### src/rtl/seg7_scan_if.sv
// Display-side bundle for seg7_scan: the digit load strobe and its data in,
// the active-low anode/segment drives and the sticky error flag out.
interface seg7_scan_if;
  logic       load;
  logic [3:0] dec_in1;
  logic [3:0] dec_in2;
  logic [3:0] dec_in3;
  logic       blank_lz;
  logic [2:0] an;
  logic [6:0] seg;
  logic       err;

  modport master (output load, dec_in1, dec_in2, dec_in3, blank_lz,
                  input  an, seg, err);
  modport slave  (input  load, dec_in1, dec_in2, dec_in3, blank_lz,
                  output an, seg, err);
endinterface

### src/rtl/seg7_scan.sv
// Three-digit multiplexed 7-segment scanner with per-slot dark time,
// leading-zero blanking and a sticky invalid-digit flag.
//
// state | meaning
// IDLE  | display dark, waiting for the first load
// BLANK | start of a digit slot, all anodes off (ghosting guard)
// SHOW  | selected anode on, segments of digit idx driven
module seg7_scan #(
  parameter int unsigned CLK_DIV   = 1000,
  parameter int unsigned BLANK_CYC = 4
) (
  input  logic        clk,
  input  logic        rst,
  seg7_scan_if.slave  bus
);

  typedef enum logic [1:0] {IDLE, BLANK, SHOW} state_t;

  localparam logic [15:0] CNT_LAST   = 16'(CLK_DIV - 1);
  localparam logic [15:0] BLANK_LAST = 16'(BLANK_CYC - 1);

  state_t      state;
  logic [15:0] cnt;
  logic [1:0]  idx;
  logic [3:0]  sh_hun;
  logic [3:0]  sh_ten;
  logic [3:0]  sh_one;
  logic        sh_blz;

  logic [3:0]  cur_dig;
  logic [6:0]  cur_seg;
  logic        blanked;

  function automatic logic [6:0] encode(input logic [3:0] d);
    case (d)
      4'd0:    encode = 7'b1000000;
      4'd1:    encode = 7'b1111001;
      4'd2:    encode = 7'b0100100;
      4'd3:    encode = 7'b0110000;
      4'd4:    encode = 7'b0011001;
      4'd5:    encode = 7'b0010010;
      4'd6:    encode = 7'b0000010;
      4'd7:    encode = 7'b1111000;
      4'd8:    encode = 7'b0000000;
      4'd9:    encode = 7'b0010000;
      default: encode = 7'b0111111;
    endcase
  endfunction

  // Only an exact zero is blanked, so an invalid digit always shows its dash.
  always_comb begin
    cur_dig = sh_one;
    case (idx)
      2'd1:    cur_dig = sh_ten;
      2'd2:    cur_dig = sh_hun;
      default: cur_dig = sh_one;
    endcase
    cur_seg = encode(cur_dig);
    blanked = sh_blz &&
              (((idx == 2'd2) && (sh_hun == 4'd0)) ||
               ((idx == 2'd1) && (sh_hun == 4'd0) && (sh_ten == 4'd0)));
  end

  always_ff @(posedge clk) begin
    if (!rst) begin
      state    <= IDLE;
      cnt      <= '0;
      idx      <= '0;
      sh_hun   <= '0;
      sh_ten   <= '0;
      sh_one   <= '0;
      sh_blz   <= 1'b0;
      bus.an   <= 3'b111;
      bus.seg  <= 7'b1111111;
      bus.err  <= 1'b0;
    end else begin
      if ((state == SHOW) && !blanked) begin
        bus.an  <= ~(3'b001 << idx);
        bus.seg <= cur_seg;
      end else begin
        bus.an  <= 3'b111;
        bus.seg <= 7'b1111111;
      end

      // Shadows reload at any time; the scan position is never disturbed.
      if (bus.load) begin
        sh_hun  <= bus.dec_in1;
        sh_ten  <= bus.dec_in2;
        sh_one  <= bus.dec_in3;
        sh_blz  <= bus.blank_lz;
        bus.err <= (bus.dec_in1 > 4'd9) || (bus.dec_in2 > 4'd9) ||
                   (bus.dec_in3 > 4'd9);
      end

      case (state)
        IDLE: begin
          if (bus.load) begin
            state <= BLANK;
            cnt   <= '0;
            idx   <= '0;
          end
        end
        BLANK: begin
          cnt <= cnt + 16'd1;
          if (cnt == BLANK_LAST) state <= SHOW;
        end
        SHOW: begin
          if (cnt == CNT_LAST) begin
            cnt   <= '0;
            idx   <= (idx == 2'd2) ? 2'd0 : idx + 2'd1;
            state <= BLANK;
          end else begin
            cnt <= cnt + 16'd1;
          end
        end
        default: state <= IDLE;
      endcase
    end
  end

endmodule

### src/flat_wrapper.sv
// flat-port wrapper written by rule: the top's interface ports become plain ports
module seg7_scan_flat 
#(
  parameter int unsigned CLK_DIV   = 1000,
  parameter int unsigned BLANK_CYC = 4
)
  (clk, rst, bus_load, bus_dec_in1, bus_dec_in2, bus_dec_in3, bus_blank_lz, bus_an, bus_seg, bus_err);
  seg7_scan_if bus_i ();
  input  logic clk;
  input  logic rst;
  input wire logic [$bits(bus_i.load)-1:0] bus_load;
  input wire logic [$bits(bus_i.dec_in1)-1:0] bus_dec_in1;
  input wire logic [$bits(bus_i.dec_in2)-1:0] bus_dec_in2;
  input wire logic [$bits(bus_i.dec_in3)-1:0] bus_dec_in3;
  input wire logic [$bits(bus_i.blank_lz)-1:0] bus_blank_lz;
  output wire logic [$bits(bus_i.an)-1:0] bus_an;
  output wire logic [$bits(bus_i.seg)-1:0] bus_seg;
  output wire logic [$bits(bus_i.err)-1:0] bus_err;
  assign bus_i.load = bus_load;
  assign bus_i.dec_in1 = bus_dec_in1;
  assign bus_i.dec_in2 = bus_dec_in2;
  assign bus_i.dec_in3 = bus_dec_in3;
  assign bus_i.blank_lz = bus_blank_lz;
  assign bus_an = bus_i.an;
  assign bus_seg = bus_i.seg;
  assign bus_err = bus_i.err;
  seg7_scan #(.CLK_DIV(CLK_DIV), .BLANK_CYC(BLANK_CYC)) u_core (.clk(clk), .rst(rst), .bus(bus_i));
endmodule
### config.mk
export PLATFORM = sky130hd
export DESIGN_NAME = seg7_scan_flat
export DESIGN_NICKNAME = d
export VERILOG_FILES = /design/src/rtl/seg7_scan_if.sv /design/src/rtl/seg7_scan.sv /design/src/flat_wrapper.sv
export SDC_FILE = /design/constraint.sdc
export NUM_CORES = 1
export LEC_CHECK = 0
export CAP_MARGIN = 10
export CORE_ASPECT_RATIO = 0.7
export CORE_UTILIZATION = 30
export DETAILED_ROUTE_END_ITERATION = 8
export GPL_ROUTABILITY_DRIVEN = 1
export GPL_TIMING_DRIVEN = 0
export PLACE_DENSITY = 0.58
export SKIP_LAST_GASP = 1
export SLEW_MARGIN = 15
export SYNTH_ARGS = -nofsm -noshare
export SYNTH_HDL_FRONTEND = slang
export SYNTH_SLANG_ARGS = --single-unit
### constraint.sdc
create_clock -name clk -period 2.2 [get_ports clk]
set_input_delay 0.22 -clock clk [delete_from_list [all_inputs] [get_ports clk]]
set_output_delay 0.22 -clock clk [all_outputs]
set_load 0.005 [all_outputs]
==> results.cfg <==
[timing]
finalCritPeriodShare = 0.920
fin_setup_tns_ns = 0
max_freq_mhz = 494
slew_violations = 0
layout_min_cycle_time_ns = 2.02
rsz0062_at_grt = true
fin_ws_ns = 0.176
worstMarginPinSlew_ns = 0.673
hold_violations = 0
fin_hold_ws_ns = 0.287
slew_headroom = 0.551
finClkSkew_ns = 0.00394
setup_viol = 0

[route]
drt_iter0_markers = 96
drc = 0
wl_met3_um = 184
drtAntennaViolNets = 0
top_layer_used = met4
viasPerCell = 4.92
wl_per_cell_um = 13.3
vias = 1807
m1WireLength_um = 2780
wl_um = 4880
wl_met2_um = 1890
dr.pass1.iters = 5

[die]
pin_count = 27
die-height_um = 73.3
coreArea_um2 = 6880
die_w_um = 104
floorplan.initialDensity = 0.317
die-area_um2 = 7620
rows = 25

[run]
timing.max_cap.violations = 0

[cts]
cts_tree = yes
cts_buffers = 5
cts_htree_levels = 2
clock_latency_ns = 0.29
hold_buffers = 0
cts.sinks = 44
post_cts_buffers = 0
clockBufferDepth = 2
clkTransAtPathRegs_ns = 0.08
clock-root-buffer = clkbuf_8

[grt]
grt_overflow = 0
grt_max_degree = 13
grt_use_total = 0.133
antenna_found_initial = 0
grt_pass1_wl_um = 8140
grt_pass1_vias = 1640

[cells_and_area]
nets = 301
area_delta_synth_final_pct = 21.0
diodes = 0
instances_no_fill = 367
drive_above_1_share = 0.0733
final_util = 0.383

[pwr]
ir_drop_mv = 0.304
powerDensity_nw_per_um2 = 742
leakagePower_uw = 0.00102

[synthesis]
yosys_warnings = 0
syn-num-nets = 269
synthFlopType = dfxtp_1
async_reset_ff_frac = 0
ys_seq_area_frac = 0.404
syn-cell-area_um2 = 2180
synthCells = 241
synth_edf_count = 0
ys_seq_elements = 44
syn_area_per_cell_um2 = 9.04
ys_types = 52

[place]
gp_congestion = 0.807
dp_cells = 360
port_buffers = 25
dpl.hpwl_um = 3640
dpl_worst_slack_ns = 0.0305

[critical_path]
crit_required_ns = 2.43
path_class = reg2reg
critPathMaxFanout = 8
cp-start-kind = flop
rrSetupSlack_ns = 0.18
cp.arrival_ns = 2.25
end_kind = flop

[worst_hold_path]
hp-class = in2reg

[run_status]
outcome = finished clean
-- per-layer routing --
layer | vias up | GRT usage
met1 | 838 | 0.207
met3 | 2 | 0.0240
met4 | 0 | 0.0317
li1 | 925 | -
met5 | - | 0
met2 | 42 | 0.187
-- stage by stage --
step / power, uW / area, um2
4_1_cts: 1970 / 2630
5_1_grt: 2080 / 2640
6_report: 1960 / 2640
3_3_place_gp: 1480 / 2550
2_1_floorplan: 1300 / 2180
3_5_place_dp: 1480 / 2550
-- worst max-delay path, cell delays in order (launching register included) --
cell	delay [ns]
dfxtp_1	0.35
inv_1	0.07
ha_1	0.27
buf_2	0.20
nor2_1	0.06
a21oi_1	0.42
o21ai_0	0.27
and3_1	0.25
o21ai_1	0.07
-- cell type report --
| class | count | area [um2] |
|---|---|---|
| fill | 694 | 4240 |
| multi-input combinational | 177 | 1220 |
| sequential | 44 | 881 |
| timing repair buffer | 25 | 250 |
| tap | 94 | 118 |
| clock buffer | 6 | 72.6 |
| buffer | 8 | 45.0 |
| inverter | 12 | 45.0 |
| clock inverter | 1 | 5.00 |
-- power by group --
part	switching (uW)	internal, uW
combinational	326	252
sequential	40.3	858
clock	265	216
-- Yosys cell counts, types with 2 or more instances --
| cell | count | area, um2 |
|---|---|---|
| a21o_1 | 2 | 15.0 |
| a21oi_1 | 5 | 25.0 |
| a221o_1 | 4 | 40.0 |
| a22o_1 | 3 | 26.3 |
| a22oi_1 | 3 | 22.5 |
| and2_1 | 2 | 12.5 |
| and3_1 | 6 | 37.5 |
| buf_2 | 3 | 15.0 |
| clkbuf_1 | 2 | 7.51 |
| dfxtp_1 | 44 | 881 |
| ha_1 | 12 | 150 |
| inv_1 | 10 | 37.5 |
| mux2_1 | 2 | 22.5 |
| mux2i_1 | 16 | 160 |
| nand2_1 | 16 | 60.1 |
| nand3_1 | 9 | 45.0 |
| nand4_1 | 5 | 31.3 |
| nor2_1 | 35 | 131 |
| nor2b_1 | 2 | 12.5 |
| nor3_1 | 5 | 25.0 |
| nor4_1 | 4 | 25.0 |
| nor4_2 | 3 | 37.5 |
| o21ai_0 | 9 | 45.0 |
| o21ai_1 | 5 | 25.0 |
| or4_1 | 2 | 15.0 |
| xnor2_1 | 2 | 17.5 |
| xor2_1 | 5 | 43.8 |
-- registers in the layout (all words and copies together), names as in the netlist --
name	count
u_core.sh_hun	4
u_core.sh_blz	1
u_core.cnt	16
u_core.idx	2
u_core.bus.an	3
u_core.bus.err	1
u_core.bus.seg	7
u_core.state	2
u_core.sh_one	4
u_core.sh_ten	4
-- cells in the final DEF (no fill, tap or decap), types with 2 or more instances in the layout --
cell type,n
a21o_1,2
inv_1,10
o21ai_0,9
and2_1,2
nand4_1,5
and3_1,6
nor4_1,4
mux2i_1,15
a22o_1,3
buf_2,3
a221o_1,4
clkdlybuf4s50_1,25
xnor2_1,2
a21oi_1,5
ha_1,12
clkbuf_8,5
nand3_1,9
dfxtp_1,44
xor2_1,5
a22oi_1,3
o21ai_1,5
nor3_1,5
mux2_1,2
nor4_2,3
or4_1,2
nand2_1,16
nor2b_1,2
clkbuf_1,3
nor2_1,35
-- cells by family after synthesis --
group / after synthesis / share of synthesized area
AOI/OAI and AO/OA: 41 / 0.134
xor gates and xnor gates: 7 / 0.0281
adders and majority gates: 12 / 0.0689
DFF: 44 / 0.404
buffers and inverters: 20 / 0.0413
and+or+nand+nor: 98 / 0.234
muxes: 19 / 0.0890
-- repair_timing --
item | in CTS | in global routing
hold endpoints to repair | 0 | 0
setup endpoints to repair | 0 | 4
resized for setup | 0 | 2
-- final timing paths --
| path | from | endpoint | depth (start not counted) |
|---|---|---|---|
| max | u_core.idx[1]$_SDFFE_PN0P_ | u_core.bus.seg[3]$_SDFF_PN1_ | 8 |
| min reg2reg | u_core.state[0]$_SDFFE_PN0P_ | u_core.state[0]$_SDFFE_PN0P_ | 2 |
| min | bus_load | u_core.sh_ten[3]$_SDFFE_PN0P_ | 3 |
| max reg2reg | u_core.idx[1]$_SDFFE_PN0P_ | u_core.bus.seg[3]$_SDFF_PN1_ | 8 |
Note: power is estimated with default switching activity, not from simulation.
